## config.mk

```make
export PLATFORM = sky130hd
export DESIGN_NAME = inst_mem_loader
export DESIGN_NICKNAME = d
export VERILOG_FILES = /design/src/rtl/inst_mem_loader.sv
export SDC_FILE = /design/constraint.sdc
export NUM_CORES = 1
export LEC_CHECK = 0
export BUFFER_PORTS_ARGS = -buffer_cell sky130_fd_sc_hd__buf_2
export CAP_MARGIN = 20
export CORE_AREA = 2 2 132 134
export CTS_CLUSTER_SIZE = 12
export DETAILED_ROUTE_END_ITERATION = 12
export DIE_AREA = 0 0 134 136
export GPL_TIMING_DRIVEN = 0
export SKIP_LAST_GASP = 1
export SYNTH_ARGS = -nofsm -noshare
export SYNTH_HDL_FRONTEND = slang
export SYNTH_SLANG_ARGS = --single-unit
export TNS_END_PERCENT = 20
```

## constraint.sdc

```tcl
create_clock -name clk -period 5.7 [get_ports clk]
set_clock_uncertainty 0.15 [all_clocks]
set_input_delay 0.285 -clock clk [delete_from_list [all_inputs] [get_ports clk]]
set_output_delay 0.285 -clock clk [all_outputs]
set_load 0.05 [all_outputs]
```

## src/rtl/inst_mem_loader.sv

```systemverilog
// Byte-stream program loader: parses LEN_HI/LEN_LO/data/CSUM frames and writes 32-bit words
// into instruction memory while holding the processor.
module inst_mem_loader #(
  parameter int          ADDR_W = 8,
  parameter logic [31:0] BASE   = 32'h0
) (
  input  logic        clk,
  input  logic        rst,
  input  logic        start,
  input  logic        byte_valid,
  input  logic [7:0]  byte_data,
  output logic        byte_ready,
  output logic        imem_we,
  output logic [31:0] imem_addr,
  output logic [31:0] imem_wdata,
  output logic        cpu_hold,
  output logic        busy,
  output logic        done,
  output logic        error
);

  localparam int              DEPTH = 1 << ADDR_W;
  localparam logic [ADDR_W:0] ONE   = 1;

  typedef enum logic [2:0] {S_IDLE, S_LEN_HI, S_LEN_LO, S_DATA, S_CSUM, S_ERR} state_t;

  state_t            state, state_nxt;
  logic [7:0]        len_hi_q;
  logic [ADDR_W:0]   len_words;
  logic [ADDR_W:0]   word_idx;
  logic [1:0]        byte_idx;
  logic [23:0]       shift_q;
  logic [7:0]        csum;
  logic [15:0]       len_full;
  logic [31:0]       len_ext;
  logic              len_over;
  logic              xfer;
  logic              start_ok;
  logic              last_word;

  assign byte_ready = (state == S_LEN_HI) || (state == S_LEN_LO) ||
                      (state == S_DATA)   || (state == S_CSUM);
  assign busy       = byte_ready;
  assign xfer       = byte_valid & byte_ready;
  assign start_ok   = start && ((state == S_IDLE) || (state == S_ERR));
  assign len_full   = {len_hi_q, byte_data};
  assign len_ext    = {16'h0, len_full};
  assign len_over   = len_ext > 32'(DEPTH);
  // word_idx has one spare bit so N == DEPTH terminates without wrapping
  assign last_word  = (byte_idx == 2'd3) && (word_idx == len_words - ONE);

  always_ff @(posedge clk or negedge rst) begin
    if (!rst) state <= S_IDLE;
    else      state <= state_nxt;
  end

  always_comb begin
    state_nxt = state;
    case (state)
      S_IDLE:   if (start) state_nxt = S_LEN_HI;
      S_LEN_HI: if (xfer) state_nxt = S_LEN_LO;
      S_LEN_LO: if (xfer) begin
                  if (len_over)             state_nxt = S_ERR;
                  else if (len_full == '0)  state_nxt = S_CSUM;
                  else                      state_nxt = S_DATA;
                end
      S_DATA:   if (xfer && last_word) state_nxt = S_CSUM;
      S_CSUM:   if (xfer) state_nxt = (byte_data == csum) ? S_IDLE : S_ERR;
      S_ERR:    if (start) state_nxt = S_LEN_HI;
      default:  state_nxt = S_IDLE;
    endcase
  end

  always_ff @(posedge clk or negedge rst) begin
    if (!rst) begin
      len_hi_q   <= '0;
      len_words  <= '0;
      word_idx   <= '0;
      byte_idx   <= '0;
      shift_q    <= '0;
      csum       <= '0;
      imem_we    <= 1'b0;
      imem_addr  <= '0;
      imem_wdata <= '0;
      cpu_hold   <= 1'b0;
      done       <= 1'b0;
      error      <= 1'b0;
    end else begin
      imem_we <= 1'b0;
      done    <= 1'b0;
      if (start_ok) begin
        error    <= 1'b0;
        cpu_hold <= 1'b1;
        csum     <= '0;
        word_idx <= '0;
        byte_idx <= '0;
      end
      if (xfer && (state != S_CSUM)) csum <= csum ^ byte_data;
      if (xfer) begin
        case (state)
          S_LEN_HI: len_hi_q <= byte_data;
          S_LEN_LO: begin
            len_words <= len_full[ADDR_W:0];
            if (len_over) error <= 1'b1;
          end
          S_DATA: begin
            byte_idx <= byte_idx + 2'd1;
            shift_q  <= {shift_q[15:0], byte_data};
            // Word complete: strobe the write next cycle, overlapping the next word's bytes
            if (byte_idx == 2'd3) begin
              imem_we    <= 1'b1;
              imem_wdata <= {shift_q, byte_data};
              imem_addr  <= BASE + 32'({word_idx, 2'b00});
              word_idx   <= word_idx + ONE;
            end
          end
          S_CSUM: begin
            if (byte_data == csum) begin
              done     <= 1'b1;
              cpu_hold <= 1'b0;
            end else begin
              error    <= 1'b1;
            end
          end
          default: ;
        endcase
      end
    end
  end

endmodule

```

### Word-level counts from Yosys, hierarchy flattened

Cells that the tools add are included.

| storage, ports and cells | value |
|---|---|
| register bits after elaboration | 108 |
| output and inout bits | 70 |
| logic and storage cells | 83 |

| operators by class | value |
|---|---|
| add/subtract/negate cells | 3 |
| order comparisons | 1 |
| eq/ne operators | 14 |
| mux-type cells | 33 |
| bitwise logic cells | 2 |
| reduce and logical (&&, ||, !) cells | 17 |

Operator list:

| cell | number |
|---|---|
| two-way mux 9 bit | 4 |
| two-way mux 3 bit | 8 |
| > comparator 16 x 9 -> 1 bit, second input constant | 1 |
| zero test 16 bit | 1 |
| two-way mux 8 bit | 2 |
| case mux 3 bit (5 select lines) | 1 |
| two-way mux 1 bit | 14 |
| adder 9 x 1 -> 9 bit, second input constant | 1 |
| equality test 9 bit | 1 |
| subtractor 9 x 1 -> 9 bit, second input constant | 1 |
| equality test 8 bit | 1 |
| bitwise XOR 8 bit | 1 |
| equality test 3 x 2 -> 1 bit, second input constant | 2 |
| equality test 3 bit, second input constant | 2 |
| two-way mux 2 bit | 3 |
| inequality test 2 bit, second input constant | 3 |
| AND reduction 2 bit | 3 |
| AND reduction 5 bit | 1 |
| logical AND 1 bit | 4 |
| logical OR 1 bit | 4 |
| inequality test 2 x 1 -> 1 bit, second input constant | 2 |
| equality test 3 x 1 -> 1 bit, second input constant | 1 |
| zero test 3 bit | 1 |
| inequality test 3 bit, second input constant | 1 |
| other kinds (7) | 7 |

### Longest topological paths before layout

| logic depth | value |
|---|---|
| depth in word-level cells | 8 |
| depth in mapped cells | 10 |

### Worst setup path before layout

No wires, ideal clock.

| path | value |
|---|---|
| path kind | register -> register |
| start point | register state[1] |
| end point | register state[1] |
| setup time | 121 ps |
| arrival time | 2247 ps |
| required time | 5429 ps |
| setup slack | 3182 ps |
| cell stages (with the launch flop) | 8 |
| period minus slack after synthesis | 2518 ps |
| cell sequence | dfrtp_1 buf_6 nor2_1 xnor2_1 nand4_1 nor3_1 a31oi_2 o22a_1 |

| between the ends | value |
|---|---|
| cells in the longest elaborated chain, start to end | 8 |
| elaborated cells between the ends (all ways) | 19 |

RTL lines:

| element | RTL line | text |
|---|---|---|
| start, declared | 27 | `state_t state, state_nxt;` |
| start signal, assigned | 54 | `else state <= state_nxt;` |
| equality test 3 x 1 -> 1 bit / equality test 3 x 2 -> 1 bit (equally long branches) | 41 | `assign byte_ready = (state == S_LEN_HI) \|\| (state == S_LEN_LO) \|\|` |
| logical OR 1 bit (2 in series) | 41 |  |
| logical OR 1 bit (*) | 42 | `(state == S_DATA) \|\| (state == S_CSUM);` |
| via busy | 17 | `output logic busy,` |
| bitwise AND 1 bit (*) | 44 | `assign xfer = byte_valid & byte_ready;` |
| logical AND 1 bit | 67 | `S_DATA: if (xfer && last_word) state_nxt = S_CSUM;` |
| inequality test 2 x 1 -> 1 bit (no line) | n/a |  |
| AND reduction 5 bit (no line) (*) | n/a |  |

Mark *: on every way through the listed nets, which the timed path passes. The rest lies on a longest branch.
A chain may end at the register's enable or synchronous reset.

### Final worst setup path

| path | value |
|---|---|
| start point | register state[1] |
| end point | output port byte_ready |

| between the ends | value |
|---|---|
| cells in the longest elaborated chain, start to end | 4 |
| elaborated cells between the ends (all ways) | 7 |

RTL lines:

| element | RTL line | text |
|---|---|---|
| equality test 3 x 1 -> 1 bit / equality test 3 x 2 -> 1 bit (equally long branches) | 41 |  |
| logical OR 1 bit (2 in series) | 41 |  |
| logical OR 1 bit (*) | 42 |  |
| end, declared | 12 | `output logic byte_ready,` |

Mark *: on every way between the ends. The rest lies on a longest branch, timed or not.

==> summary.txt <==
Outcome
  – Status: finished clean

CTS
  – H-tree Lvls: 3
  – Clock sink count: 108
  – TritonCTS clock tree: done
  – Clk buf depth: 2
  – CTS buffer count: 9
  – Worst-path clk slew: 0.08 ns
  – Clk_lat worst skew: 0.35 ns
  – Root Driver: clkbuf_16

STA
  – Slew HR: 47.2%
  – Pins over their slew limit: 0
  – Hold_ws: 0.0906 ns
  – Final Hold Violating Endpoints: 0
  – Setup TNS Final: 0 ns
  – Worst-Margin Slew: 0.793 ns
  – Final worst slack: 3.33 ns
  – Final worst path period share: 41.5%
  – Unrepaired setup endpoints after global routing: no
  – Final setup fails: 0
  – Fmax: 0.422 GHz
  – Final min period: 2.37 ns

Hold path
  – Hold Crit Depth: 3
  – Min-Delay Path Class: input port to flip-flop
  – Worst Hold Launch: byte_data[7]

Synth
  – Area leader, netlist: dfrtp_1
  – FF+latch count, synth: 108
  – Top post-synthesis cells by area: dfrtp_1 53%, nand2_1 11%, mux2_2 8.0%
  – Syn Area/Cell: 9.94 µm²
  – Synth cell count leaders: 151 x nand2_1, 108 x dfrtp_1, 36 x mux2_2
  – Synth warn: 0
  – Yosys top cell area share: 53.1%
  – Async SR Flop Fraction: 100%
  – Synth unique cells: 58
  – Main synth FF type: dfrtp_1
  – EDFF count, synth: 0
  – Register area share after synthesis: 53.1%
  – Cells after Synth: 512
  – Cell area after synthesis: 0.00509 mm²
  – Most common cell in the synthesized netlist: nand2_1

Power and ir drop
  – Cell leakage power: 0.00310 µW
  – Maximum vdd drop: 193 µV
  – Power per cell area: 432 mW/mm²

Route
  – Routed WL: 11.2 mm
  – Via count: 3666
  – Iter 0 DRT Violations: 247
  – Residual DRC: 0
  – Routed wire per std cell: 13.6 µm
  – Vias/cell: 4.44
  – DRT Pass-1 Iters: 4
  – Final ANT Viol Nets: 0

Worst setup path
  – Crit path launch type: flip-flop
  – CP arrival: 1.93 ns
  – Worst Setup End Kind: primary output
  – CP startpoint: state[1]
  – Data required, critical path: 5.27 ns
  – Crit path buf inv count: 3
  – RR Startpoint: state[1]
  – Worst R2R Path Depth: 7
  – Max stage delay on crit path: 0.43 ns
  – Crit path cell chain: buf_6 -> nor2_1 -> xnor2_1 -> buf_4 -> buf_2
  – CP max FO: 10
  – Crit path max-delay family: buffers and inverters
  – Slowest stage cell, crit path: dfrtp_1
  – R2r setup slk: 3.42 ns
  – Setup CP Type: flip-flop to primary output
  – Worst path depth: 5

Floorplan
  – Initial Util: 30.2%
  – Core area: 0.0169 mm²
  – Die W: 134 µm
  – Die Ht: 136 µm
  – Die area: 0.0182 mm²
  – I/O pin count: 82
  – Site row count: 48

GRT
  – GR Overflow Total: 0
  – Vias in the first global route: 3586
  – Total Routing Usage GR: 13.2%
  – Initial antenna violation count: 0
  – Largest net degree at the start of global routing: 60
  – First-pass GRT wire length: 18.8 mm

Flow run
  – Max Cap Violations: 0

Place
  – DP Area: 0.00573 mm²
  – Place WS: 3.38 ns
  – HPWL after detailed placement: 8.06 mm
  – Port bufs: 49
  – GPL Wtd Cong: 0.789

Layout
  – N_diodes: 0
  – Post-layout nets: 611
  – Layout cell share with drive strength beyond 1: 26.0%
  – Final instance area: 0.00604 mm²
  – Synth-to-layout area growth: 18.6%
==> state kept, by name (all words and copies together), names as in the netlist, 2 cells and up <==
signal and flops:
imem_wdata 32, shift_q 24, imem_addr 9, len_words 9, word_idx 9, csum 8, len_hi_q 8, state 3
byte_idx 2
==> stage by stage <==
| stage | utilization (%) | total power [µW] | instances |
|---|---|---|---|
| 2_1_floorplan | - | 1780 | 534 |
| 3_3_place_gp | 33.8 | 1970 | 808 |
| 3_5_place_dp | 34.0 | 1990 | 809 |
| 4_1_cts | 35.8 | 2640 | 826 |
| 5_1_grt | 35.8 | 2780 | 826 |
| 6_report | 35.8 | 2610 | 826 |
==> power breakdown <==
group	switching, µW	internal [µW]	total, µW	leakage (µW)
Clock	296	346	642	0.000149
Combinational	484	356	840	0.00153
Sequential	162	963	1120	0.00143
==> cells in the final DEF (no fill, tap or decap), types with 2 or more instances in the layout <==
cell,instances
nor3b_1,2
buf_4,25
and3b_1,2
ha_1,3
clkbuf_1,13
nor4_1,5
nor2b_1,3
nand3_1,13
and2_1,2
dfrtp_1,108
o221ai_1,2
nand2_1,151
a31oi_1,2
clkbuf_16,9
clkinv_2,2
o211ai_1,3
mux2_2,36
o21ai_1,2
nand2b_1,3
inv_6,2
nor3_1,2
buf_2,60
xor2_1,13
inv_1,7
nor2_1,22
o21ai_0,27
buf_6,5
mux2_1,2
xnor2_1,7
nor2_2,2
nand4_1,5
a21oi_1,6
conb_1,23
==> repair_timing <==
| action | CTS | global route |
|---|---|---|
| resized for setup | 0 | 0 |
| hold endpoints to repair | 58 | 0 |
| hold buffers | 1 | 0 |
| buffers inserted | 0 | 0 |
==> area by class of cell <==
type | count | area, µm²
inverter | 8 | 30.0
clock buffer | 10 | 229
sequential | 108 | 2700
fill | 1699 | 10800
tap | 225 | 282
multi-input combinational | 364 | 2090
clock inverter | 6 | 68.8
buffer | 54 | 347
timing repair buffer | 51 | 285
==> worst paths after layout <==
kind	end
worst max register to register	state[1]
max in group asynchronous	shift_q[15]
min in group asynchronous	imem_addr[6]
worst max-delay path	byte_ready
worst min register to register	imem_wdata[25]
worst min-delay path	imem_wdata[7]
==> per-layer routing <==
| layer | GRT usage (%) | wire, µm |
|---|---|---|
| met5 | 0 | 0 |
| met4 | 5.08 | 164 |
| met3 | 2.39 | 482 |
| met2 | 20.4 | 5060 |
| met1 | 18.4 | 5520 |
==> worst min-delay path: stages <==
cell and delay (ns):
buf_2 0.16, nand2_1 0.07, nand2_1 0.04
==> cell families after synthesis <==
| logic type | after synthesis | share of synthesized area, % |
|---|---|---|
| AND/OR/NAND/NOR | 228 | 20.6 |
| flip-flops | 108 | 53.1 |
| buffers and inverters | 62 | 7.40 |
| AO/OA/AOI/OAI | 52 | 6.29 |
| multiplexers | 38 | 8.41 |
| XOR/XNOR | 20 | 3.44 |
| adder cells (fa/ha/maj) | 3 | 0.737 |
| other | 1 | 0.0737 |
No activity file was read; power rests on OpenSTA's default activity.
